$ cat src/rtl/instr_queue_decode.sv
// Circular instruction/PC queue between fetch and decode, with combinational
// RV32I field and immediate decode of the head entry.
module instr_queue_decode #(
  parameter int DEPTH = 4,
  parameter int XLEN  = 32,
  parameter int PC_W  = 32
) (
  input  logic                     clk,
  input  logic                     reset,
  input  logic                     in_valid,
  output logic                     in_ready,
  input  logic [XLEN-1:0]          in_instr,
  input  logic [PC_W-1:0]          in_pc,
  input  logic                     flush,
  output logic                     out_valid,
  input  logic                     out_ready,
  output logic [XLEN-1:0]          out_instr,
  output logic [PC_W-1:0]          out_pc,
  output logic [6:0]               opcode,
  output logic [4:0]               rd,
  output logic [2:0]               funct3,
  output logic [4:0]               rs1,
  output logic [4:0]               rs2,
  output logic [6:0]               funct7,
  output logic [XLEN-1:0]          imm,
  output logic                     illegal,
  output logic [$clog2(DEPTH):0]   count
);

  localparam int AW = $clog2(DEPTH);
  localparam int CW = AW + 1;
  localparam logic [CW-1:0] DEPTH_C = CW'(DEPTH);

  localparam logic [6:0] OP_LOAD   = 7'b0000011;
  localparam logic [6:0] OP_IMM    = 7'b0010011;
  localparam logic [6:0] OP_JALR   = 7'b1100111;
  localparam logic [6:0] OP_SYSTEM = 7'b1110011;
  localparam logic [6:0] OP_STORE  = 7'b0100011;
  localparam logic [6:0] OP_BRANCH = 7'b1100011;
  localparam logic [6:0] OP_LUI    = 7'b0110111;
  localparam logic [6:0] OP_AUIPC  = 7'b0010111;
  localparam logic [6:0] OP_JAL    = 7'b1101111;
  localparam logic [6:0] OP_REG    = 7'b0110011;
  localparam logic [6:0] OP_FENCE  = 7'b0001111;

  function automatic logic [XLEN-1:0] decode_imm(input logic [XLEN-1:0] instr);
    logic [XLEN-1:0] imm_v;
    case (instr[6:0])
      OP_LOAD, OP_IMM, OP_JALR, OP_SYSTEM:
        imm_v = {{20{instr[31]}}, instr[31:20]};
      OP_STORE:
        imm_v = {{20{instr[31]}}, instr[31:25], instr[11:7]};
      OP_BRANCH:
        imm_v = {{19{instr[31]}}, instr[31], instr[7], instr[30:25], instr[11:8], 1'b0};
      OP_LUI, OP_AUIPC:
        imm_v = {instr[31:12], 12'b0};
      OP_JAL:
        imm_v = {{11{instr[31]}}, instr[31], instr[19:12], instr[20], instr[30:21], 1'b0};
      default:
        imm_v = {XLEN{1'b0}};
    endcase
    return imm_v;
  endfunction

  function automatic logic opcode_legal(input logic [6:0] op);
    logic ok_v;
    case (op)
      OP_LOAD, OP_IMM, OP_JALR, OP_SYSTEM, OP_STORE, OP_BRANCH,
      OP_LUI, OP_AUIPC, OP_JAL, OP_REG, OP_FENCE: ok_v = 1'b1;
      default:                                    ok_v = 1'b0;
    endcase
    return ok_v;
  endfunction

  logic [XLEN-1:0] instr_mem_r [DEPTH];
  logic [PC_W-1:0] pc_mem_r    [DEPTH];
  logic [AW-1:0]   wr_ptr_r;
  logic [AW-1:0]   rd_ptr_r;
  logic [CW-1:0]   count_r;
  logic            push_s;
  logic            pop_s;
  logic [XLEN-1:0] head_instr_s;
  logic [PC_W-1:0] head_pc_s;

  assign in_ready     = (count_r < DEPTH_C);
  assign out_valid    = (count_r != {CW{1'b0}});
  assign count        = count_r;
  // Flush wins over both handshakes, so a concurrent push is simply dropped.
  assign push_s       = in_valid & in_ready & ~flush;
  assign pop_s        = out_valid & out_ready & ~flush;
  assign head_instr_s = instr_mem_r[rd_ptr_r];
  assign head_pc_s    = pc_mem_r[rd_ptr_r];

  // Entry storage: written on accepted push, never reset.
  always_ff @(posedge clk) begin
    if (push_s) begin
      instr_mem_r[wr_ptr_r] <= in_instr;
      pc_mem_r[wr_ptr_r]    <= in_pc;
    end
  end

  // Pointers and occupancy.
  always_ff @(posedge clk or negedge reset) begin
    if (!reset) begin
      wr_ptr_r <= {AW{1'b0}};
      rd_ptr_r <= {AW{1'b0}};
      count_r  <= {CW{1'b0}};
    end else if (flush) begin
      wr_ptr_r <= {AW{1'b0}};
      rd_ptr_r <= {AW{1'b0}};
      count_r  <= {CW{1'b0}};
    end else begin
      if (push_s) begin
        wr_ptr_r <= wr_ptr_r + AW'(1);
      end
      if (pop_s) begin
        rd_ptr_r <= rd_ptr_r + AW'(1);
      end
      case ({push_s, pop_s})
        2'b10:   count_r <= count_r + CW'(1);
        2'b01:   count_r <= count_r - CW'(1);
        default: count_r <= count_r;
      endcase
    end
  end

  // Head decode, forced to zero while the queue is empty.
  always_comb begin
    out_instr = {XLEN{1'b0}};
    out_pc    = {PC_W{1'b0}};
    opcode    = 7'd0;
    rd        = 5'd0;
    funct3    = 3'd0;
    rs1       = 5'd0;
    rs2       = 5'd0;
    funct7    = 7'd0;
    imm       = {XLEN{1'b0}};
    illegal   = 1'b0;
    if (out_valid) begin
      out_instr = head_instr_s;
      out_pc    = head_pc_s;
      opcode    = head_instr_s[6:0];
      rd        = head_instr_s[11:7];
      funct3    = head_instr_s[14:12];
      rs1       = head_instr_s[19:15];
      rs2       = head_instr_s[24:20];
      funct7    = head_instr_s[31:25];
      imm       = decode_imm(head_instr_s);
      illegal   = (head_instr_s[1:0] != 2'b11) | ~opcode_legal(head_instr_s[6:0]);
    end else begin
      illegal   = 1'b0;
    end
  end

endmodule

$ cat config.mk
export PLATFORM = sky130hd
export DESIGN_NAME = instr_queue_decode
export DESIGN_NICKNAME = d
export VERILOG_FILES = /design/src/rtl/instr_queue_decode.sv
export SDC_FILE = /design/constraint.sdc
export NUM_CORES = 1
export LEC_CHECK = 0
export CAP_MARGIN = 20
export CORE_MARGIN = 8
export CORE_UTILIZATION = 30
export DETAILED_ROUTE_END_ITERATION = 10
export GPL_TIMING_DRIVEN = 0
export PLACE_DENSITY_LB_ADDON = 0.2
export SYNTH_ARGS = -nofsm -noshare
export SYNTH_HDL_FRONTEND = slang
export SYNTH_SLANG_ARGS = --single-unit
export TNS_END_PERCENT = 30
$ cat constraint.sdc
create_clock -name clk -period 3.4 [get_ports clk]
set_input_delay 0.68 -clock clk [delete_from_list [all_inputs] [get_ports clk]]
set_output_delay 0.68 -clock clk [all_outputs]
set_load 0.01 [all_outputs]
## Word-level counts from Yosys, hierarchy flattened

Memories as Yosys holds them, arrays and structs flattened.
Cells that the tools add are included.
W data, S select, Z words.

| storage, ports and cells | value |
|---|---|
| register bits after elaboration | 7 |
| bits in writable memories | 256 |
| output and inout port bits | 134 |
| word-level logic and storage cells | 59 |
| memories | 2 |

| operators by class | value |
|---|---|
| add/sub/neg operators | 4 |
| order comparisons | 1 |
| equality and inequality tests | 14 |
| mux-type cells | 21 |
| bitwise gates (word level) | 7 |
| reduce and logical (&&, ||, !) cells | 7 |

Memories:

| memory | words | width | read ports | clocked after Yosys merged registers in | wr ports | line | RTL |
|---|---|---|---|---|---|---|---|
| instr_mem_r | 4 | 32 | 1 | 0 | 1 | 75 | `logic [XLEN-1:0] instr_mem_r [DEPTH];` |
| pc_mem_r | 4 | 32 | 1 | 0 | 1 | 76 | `logic [PC_W-1:0] pc_mem_r [DEPTH];` |

Operator list:

| kind | number |
|---|---|
| $pmux W32 S5 | 1 |
| $mux W32 | 3 |
| $eq A7 B7 Y1 const B | 4 |
| $eq A7 B6 Y1 const B | 3 |
| $mux W5 | 3 |
| $eq A7 B5 Y1 const B | 2 |
| $mux W7 | 2 |
| $reduce_or A11 Y1 | 1 |
| $mux W2 | 4 |
| $eq A7 B2 Y1 const B | 1 |
| $eq A7 B4 Y1 const B | 1 |
| $mux W3 | 2 |
| $pmux W3 S2 | 1 |
| $reduce_bool A3 Y1 | 2 |
| $mux W1 | 5 |
| $add A2 B1 Y2 const B | 2 |
| $and A1 B1 Y1 | 4 |
| $reduce_bool A2 Y1 | 2 |
| $reduce_or A4 Y1 | 1 |
| $add A3 B1 Y3 const B | 1 |
| $lt A3 B3 Y1 const B | 1 |
| $sub A3 B1 Y3 const B | 1 |
| $eq A2 B1 Y1 const B | 1 |
| $eq A2 B2 Y1 const B | 1 |
| 4 further kinds | 5 |

## Depth between registers and ports, before layout

Gate-level depths: netlist of the first run.
An unclocked memory read counts as a cell.

| depth | value |
|---|---|
| depth after elaboration | 8 |
| depth in mapped cells | 9 |

## Worst setup path before layout of the first run

Ideal clock, no wire load.

| path | value |
|---|---|
| kind | input -> register |
| start | input port in_valid |
| end | memory instr_mem_r[0][0], enable pin |
| setup time | 0.429 ns |
| arrival time | 2.755 ns |
| data required time | 2.971 ns |
| setup slack | 0.216 ns |
| stages | 4 |
| path buffers | 1 |
| cell sequence | nor2b_1 -> clkbuf_1 -> nor2b_1 -> and2_1 |

| on the way | value |
|---|---|
| longest elaborated chain between the ends | 4 |

Ends and longest elaborated chain:

| item | line | RTL |
|---|---|---|
| start: declaration | 10 | `input logic in_valid,` |
| $and A1 B1 Y1 (2 in a row) | 89 | `assign push_s = in_valid & in_ready & ~flush;` |
| $mux W1 | 96 | `if (push_s) begin` |
| $mux W1 (not written as such) | 97 | `instr_mem_r[wr_ptr_r] <= in_instr;` |
| end: declaration | 75 |  |

No other way between the ends.

## Worst setup path after layout of the first run

| path | value |
|---|---|
| start | register rd_ptr_r[0] |
| end | output port imm[0] |

| on the way | value |
|---|---|
| longest elaborated chain between the ends | 5 |
| elaborated cells on any way between the ends | 14 |
| those cells by class | eq/ne: 9; mux: 2; reduce/logical: 2; memory: 1 |

Ends and longest elaborated chain:

| item | line | RTL |
|---|---|---|
| start: declaration | 78 | `logic [AW-1:0] rd_ptr_r;` |
| start signal: assignment | 106 | `rd_ptr_r <= {AW{1'b0}};` |
| start signal: assignment | 110 | `rd_ptr_r <= {AW{1'b0}};` |
| start signal: assignment | 117 | `rd_ptr_r <= rd_ptr_r + AW'(1);` |
| $mem_v2 Z4 W32 * | -- |  |
| $eq A7 B2 Y1 (tied with other cells) | 48 | `case (instr[6:0])` |
| $reduce_or A4 Y1 or $reduce_or A2 Y1 (tied branches) | 48 |  |
| $pmux W32 S5 * | 48 |  |
| $mux W32 * | 139 | `if (out_valid) begin` |
| end: declaration | 25 | `output logic [XLEN-1:0] imm,` |

Every way passes the cells marked *; elsewhere a longest branch is shown, timed or not.

==> results of run 1 <==
==> cells by family after synthesis <==
kind of cell | Yosys count
adders and majority gates | 5
DFF | 263
muxes | 69
buffers and inverters | 74
AOI/OAI and AO/OA | 44
xor gates and xnor gates | 5
and+or+nand+nor | 132
==> metal layers <==
layer,track usage,wire length [um]
met5,0,55
met3,0.03487,1728
met1,0.1707,12630
met4,0.02440,434
met2,0.2148,13700
==> state kept, by name, summed over array words and instances (netlist names) <==
register / count
rd_ptr_r: 2
wr_ptr_r: 2
instr_mem_r: 128
pc_mem_r: 128
count: 3
==> power groups by stage <==
stage / Combinational, uW / Clock (uW) / Sequential (uW)
finish: 4760 / 3030 / 3800
global route: 5090 / 3240 / 3820
CTS: 4760 / 3130 / 3800
detailed placement: 4400 / 0 / 3870
global placement: 4380 / 0 / 3880
floorplan: 2220 / 0 / 3860
==> per-stage QoR <==
stage               area [um2]  utilization  setup slack (ns)  total power [uW]  instances
global route             15250       0.4207           -0.4019             12140       1358
CTS                      15090       0.4161           -0.4304             11680       1348
floorplan                10950            -            0.2158              6081        592
global placement         13550       0.3736            -1.954              8265       1261
finish                   15250       0.4207           -0.3148             11590       1358
detailed placement       13670       0.3770           -0.8657              8263       1265
==> path summary, 6_finish.rpt <==
kind,startpoint,end,slack [ns],cells after the start
max in group asynchronous,reset,count[2],2.70,1
max,rd_ptr_r[0],imm[0],-0.31,7
max reg2reg,count[1],count[2],0.92,9
min in group clk,flush,wr_ptr_r[1],0.54,2
min,reset,count[0],0.42,1
min reg2reg,count[1],count[1],0.61,2
==> what timing repair did <==
action                                  in CTS  in global routing
endpoints found under the setup margin     130                 62
pin swaps                                   29                 13
buffers inserted                            26                 10
gates cloned                                 1                  1
hold endpoints to repair                     0                  0
gates resized for setup                    332                 64
==> critical path: cells and delay by family (launching register included) <==
family	cells	cell delay, ns
muxes	1	0.53
DFF	1	0.35
and+or+nand+nor	3	1.11
AOI/OAI and AO/OA	1	0.18
buffers and inverters	2	0.32
==> Yosys cell counts, drive strengths merged (4+ instances only) <==
library cell	count	area, um2
edfxtp	256	7687
and2	61	382.9
mux4	60	1366
buf	49	339.1
nand2	21	78.83
nor2	19	71.32
a21oi	16	83.83
clkbuf	14	62.56
a21o	11	82.58
inv	11	41.29
and3	7	45.05
dfrtp	7	175.2
o21ai	6	33.78
mux2i	5	50.05
nand3	5	25.02
nor3	5	30.03
o32ai	5	51.30
ha	4	50.05
mux2	4	45.04
==> area by class of cell <==
class                   count  area [um2]  share of cell area
clock inverters            19       137.6            0.009022
flip-flops and latches    263        7866              0.5157
well taps                 468       585.6             0.03839
clock buffers              37       798.3             0.05233
repair buffers            243        2371              0.1554
plain buffers              62       584.3             0.03830
inverters                  11       45.04            0.002953
multi-input cells         255        2867              0.1879
==> reports/qor.txt, run 1 <==
outcome: complete, but fails checks
failing checks: negative setup slack
Area Overhead vs Synth: 39.31%
type of destination of the critical path: primary output
PwrDens: 759.8 nW/um2
clk slew on worst S/H paths: 0.06 ns
final clock skew: 0.005767 ns
main combinational cell family by area after synthesis: multiplexers
largest net degree at the start of global routing: 52
post-route ant nets: 0
CP Class: reg -> out
Clock Tree Root: clkbuf_16
Post-CTS Hold Buffers: 0
Longest Clk Path Bufs: 3
commonest non-fill, non-tap cell in the layout: edfxtp_1
ANT cells: 0
Max Cap Violations: 0
worst path cell trace: buf_8 > mux4_2 > nand4bb_4 > or3b_4 > or3b_1 > a21oi_2 > buf_2
synth warn: 0
Worst Setup Start Kind: flop
setup_tns: -8.604 ns
io pins: 203
final setup violation count: 37
grt ovf: 0
Worst Tran Pin Value: 0.5287 ns
post-synthesis xor/xnor area fraction: 0.003999
Row Count: 70
Simple-Gate Fraction of Synth Area: 0.06924
global placement routability congestion: 0.7434
combinational group share of total power: 0.411
Compound-Gate Fraction of Synth Area: 0.02845
DR vias: 6252
asr flop ratio synth: 0.02662
vias in the first global route: 6673
Tcrit/Tclk final: 1.093
H-tree levels: 1
Max Clk Rate: 269.2 MHz
initial antenna violation count: 4
first-pass GRT wire length: 43130 um
CTS Sinks: 263
Nets: 941
Die X: 207.1 um
commonest non-fill, non-tap cells in the layout: edfxtp_1, clkdlybuf4s50_1, buf_4
final-report hold violation count: 0
Int Power: 8071 uW
die area: 42870 um2
share of cells above drive strength 1: 0.3674
Req. time, crit path: 2.72 ns
Pre-antenna DRT Iters: 4
tightest hold margin: 0.4187 ns
Synth Area in Adders: 0.006399
worst skew pair latency: 0.54 ns
hold crit path type: in -> async
Iter 0 DRT Violations: 278
FILL cells: 3362
Worst Path Arrival: 3.03 ns
clock network power share: 0.261
min Tclk post-route: 3.715 ns
HPWL Detailed: 18850 um
Yosys cell types: 49
Total GRT Usage: 0.1298
TritonCTS clock tree: done
Final Max Tran Viols: 0
wire length per cell: 21.02 um
Vias/cell: 4.604
CTS Buf Count: 31
Die H: 207.1 um
syn nets: 666
Leak: 0.005779 uW
sequential share of power: 0.328
IR drop worst, VDD: 0.4293 mV
share of the yosys chip area belonging to registers: 0.7180
total net switching power: 3520 uW
CP max-delay cell: mux4_2
crit path max fanout: 8
Post-Syn Area: 10950 um2
syn avg cell area: 18.50 um2
mux contribution to synthesized area: 0.1335
smallest setup slack after layout: -0.3148 ns
I/O Buffers: 201
EDFF count, synth: 256
Largest stage delay, worst path: 0.53 ns
drc violations: 0
Core ar.: 36260 um2
ys flop type: edfxtp_1
Rel. slew slack: 0.6462
Cells after Synth: 592
Sw Ratio: 0.3037
initial core utilization: 0.3020
synthesized flop and latch total: 263
RSZ-0062 raised after global routing: yes
DRT Wirelength: 28550 um
Note: power is estimated with default switching activity, not from simulation.
==> inputs of run 2 (changes only) <==
==> constraint.sdc (replaced) <==
create_clock -name clk -period 3.4 [get_ports clk]
set_input_delay 0.34 -clock clk [delete_from_list [all_inputs] [get_ports clk]]
set_output_delay 0.34 -clock clk [all_outputs]
set_load 0.01 [all_outputs]
==> reports/qor.txt, run 2 (synthesis results as in run 1) <==
clk slew on worst S/H paths: 0.06 ns
H-tree levels: 1
global placement routability congestion: 0.7434
post-route cell area: 15080 um2
worst r2r path cells: 8
Iter 0 DRT Violations: 308
setup slack after placement: -0.5257 ns
Tcrit/Tclk final: 1.016
crit path max fanout: 7
Req. time, crit path: 3.06 ns
Non-Filler Instances: 1354
type of destination of the critical path: primary output
Total GRT Usage: 0.1284
RSZ-0062 raised after global routing: yes
Max Cap Violations: 0
GR Util met2: 0.2124
first-pass GRT wire length: 42690 um
grt ovf: 0
CP Depth: 8
share of cells above drive strength 1: 0.3104
grt met3 use: 0.03502
failing checks: negative setup slack
outcome: complete, but fails checks
Rel. slew slack: 0.6617
CP max-delay cell: mux4_2
drc violations: 0
Largest stage delay, worst path: 0.51 ns
DR vias: 6193
clock network power share: 0.262
post-route ant nets: 0
busiest grt layer: met2
smallest setup slack after layout: -0.05359 ns
DP Cell Count: 1265
sequential share of power: 0.330
Die H: 207.1 um
final-report hold violation count: 0
HPWL Detailed: 18850 um
PwrDens: 764.4 nW/um2
CTS Buf Count: 31
commonest non-fill, non-tap cell in the layout: edfxtp_1
largest net degree at the start of global routing: 52
initial antenna violation count: 4
CP dominant cell by count: buf_6
top cell family by delay on the critical path: simple AND/OR/NAND/NOR gates
final setup violation count: 10
Worst Tran Pin Value: 0.5074 ns
initial core utilization: 0.3020
Worst Setup Start Kind: flop
FILL cells: 3367
Final Max Tran Viols: 0
commonest non-fill, non-tap cells in the layout: edfxtp_1, clkdlybuf4s50_1, buf_4
I/O Buffers: 201
Nets: 937
Max Clk Rate: 289.6 MHz
CP Class: reg -> out
Sw Ratio: 0.3002
Core ar.: 36260 um2
Worst Path Arrival: 3.11 ns
Leak: 0.005242 uW
final clock skew: 0.005502 ns
total net switching power: 3461 uW
Area Overhead vs Synth: 37.72%
worst path cell trace: buf_6 > buf_6 > mux4_2 > nand4bb_4 > or3b_4 > or3b_1 > a21oi_2 > buf_2
area of the multi-input gates: 2820 um2
CTS Sinks: 263
DRT Wirelength: 28310 um
Longest Clk Path Bufs: 3
Die X: 207.1 um
io pins: 203
vias in the first global route: 6606
Clock Tree Root: clkbuf_16
CP bufs+invs: 3
IR drop worst, VDD: 0.4394 mV
combinational group share of total power: 0.408
ANT cells: 0
met1 global-route usage: 0.1683
wire length per cell: 20.91 um
min Tclk post-route: 3.454 ns
Vias/cell: 4.574
Seq. cell area: 7864 um2
Row Count: 70
die area: 42870 um2
Placed Area: 13670 um2
setup_tns: -0.1785 ns
hold crit path type: in -> async
Power Total: 11530 uW
worst skew pair latency: 0.53 ns
TritonCTS clock tree: done
Pre-antenna DRT Iters: 4
Int Power: 8067 uW
[run 2: cell types whose count changed in the layout (fill, tap and decap cells not counted), moves of 4 or more]
cell,change
dlymetal6s2s_1,-20
clkbuf_2,+9
buf_2,-4
and2_4,-14
dlygate4sd2_1,-30
nand2_1,+6
clkdlybuf4s50_1,+71
buf_6,-7
buf_4,-15
and2_1,+14
[run 2: metrics by stage]
step	utilization	hold WS [ns]
after floorplan	-	0.04441
after global placement	0.3736	0.6015
after detailed placement	0.3770	0.6180
after CTS	0.4134	0.05624
after global routing	0.4159	0.08553
final	0.4159	0.07967
[run 2: timing repair]
item | 4_1_cts | 5_1_grt
hold buffers | 0 | 0
buffers inserted | 21 | 12
gates cloned | 0 | 1
setup endpoints to repair | 129 | 46
pin swaps | 18 | 10
gates resized for setup | 170 | 56
[run 2: layout make-up]
class                      count  area share
sequential                   263      0.5214
timing repair buffer         239      0.1555
multi-input combinational    255      0.1870
clock buffer                  37     0.05293
tap                          468     0.03883
buffer                        62     0.03244
clock inverter                19    0.009126
inverter                      11    0.002738
[run 2: per-layer routing]
metal,vias to the layer above,share of wire
met4,8,0.015
met1,3139,0.44
met5,-,0.0019
met2,165,0.48
met3,44,0.062
li1,2837,-
[run 2: power groups by stage]
stage / Sequential (uW) / Clock [uW] / Combinational [uW]
floorplan: 3860 / 0 / 2220
global placement: 3880 / 0 / 4380
detailed placement: 3870 / 0 / 4400
CTS: 3800 / 3130 / 4710
global route: 3820 / 3240 / 5040
finish: 3800 / 3020 / 4710
[run 2: path summary, 6_finish.rpt]
check,start,endpoint,slack (ns)
max,rd_ptr_r[0],imm[0],-0.05
min in group clk,flush,count[1],0.20
max in group asynchronous,reset,rd_ptr_r[1],3.04
min,reset,count[0],0.08
min reg2reg,wr_ptr_r[0],wr_ptr_r[0],0.63
max reg2reg,count[1],count[2],1.00
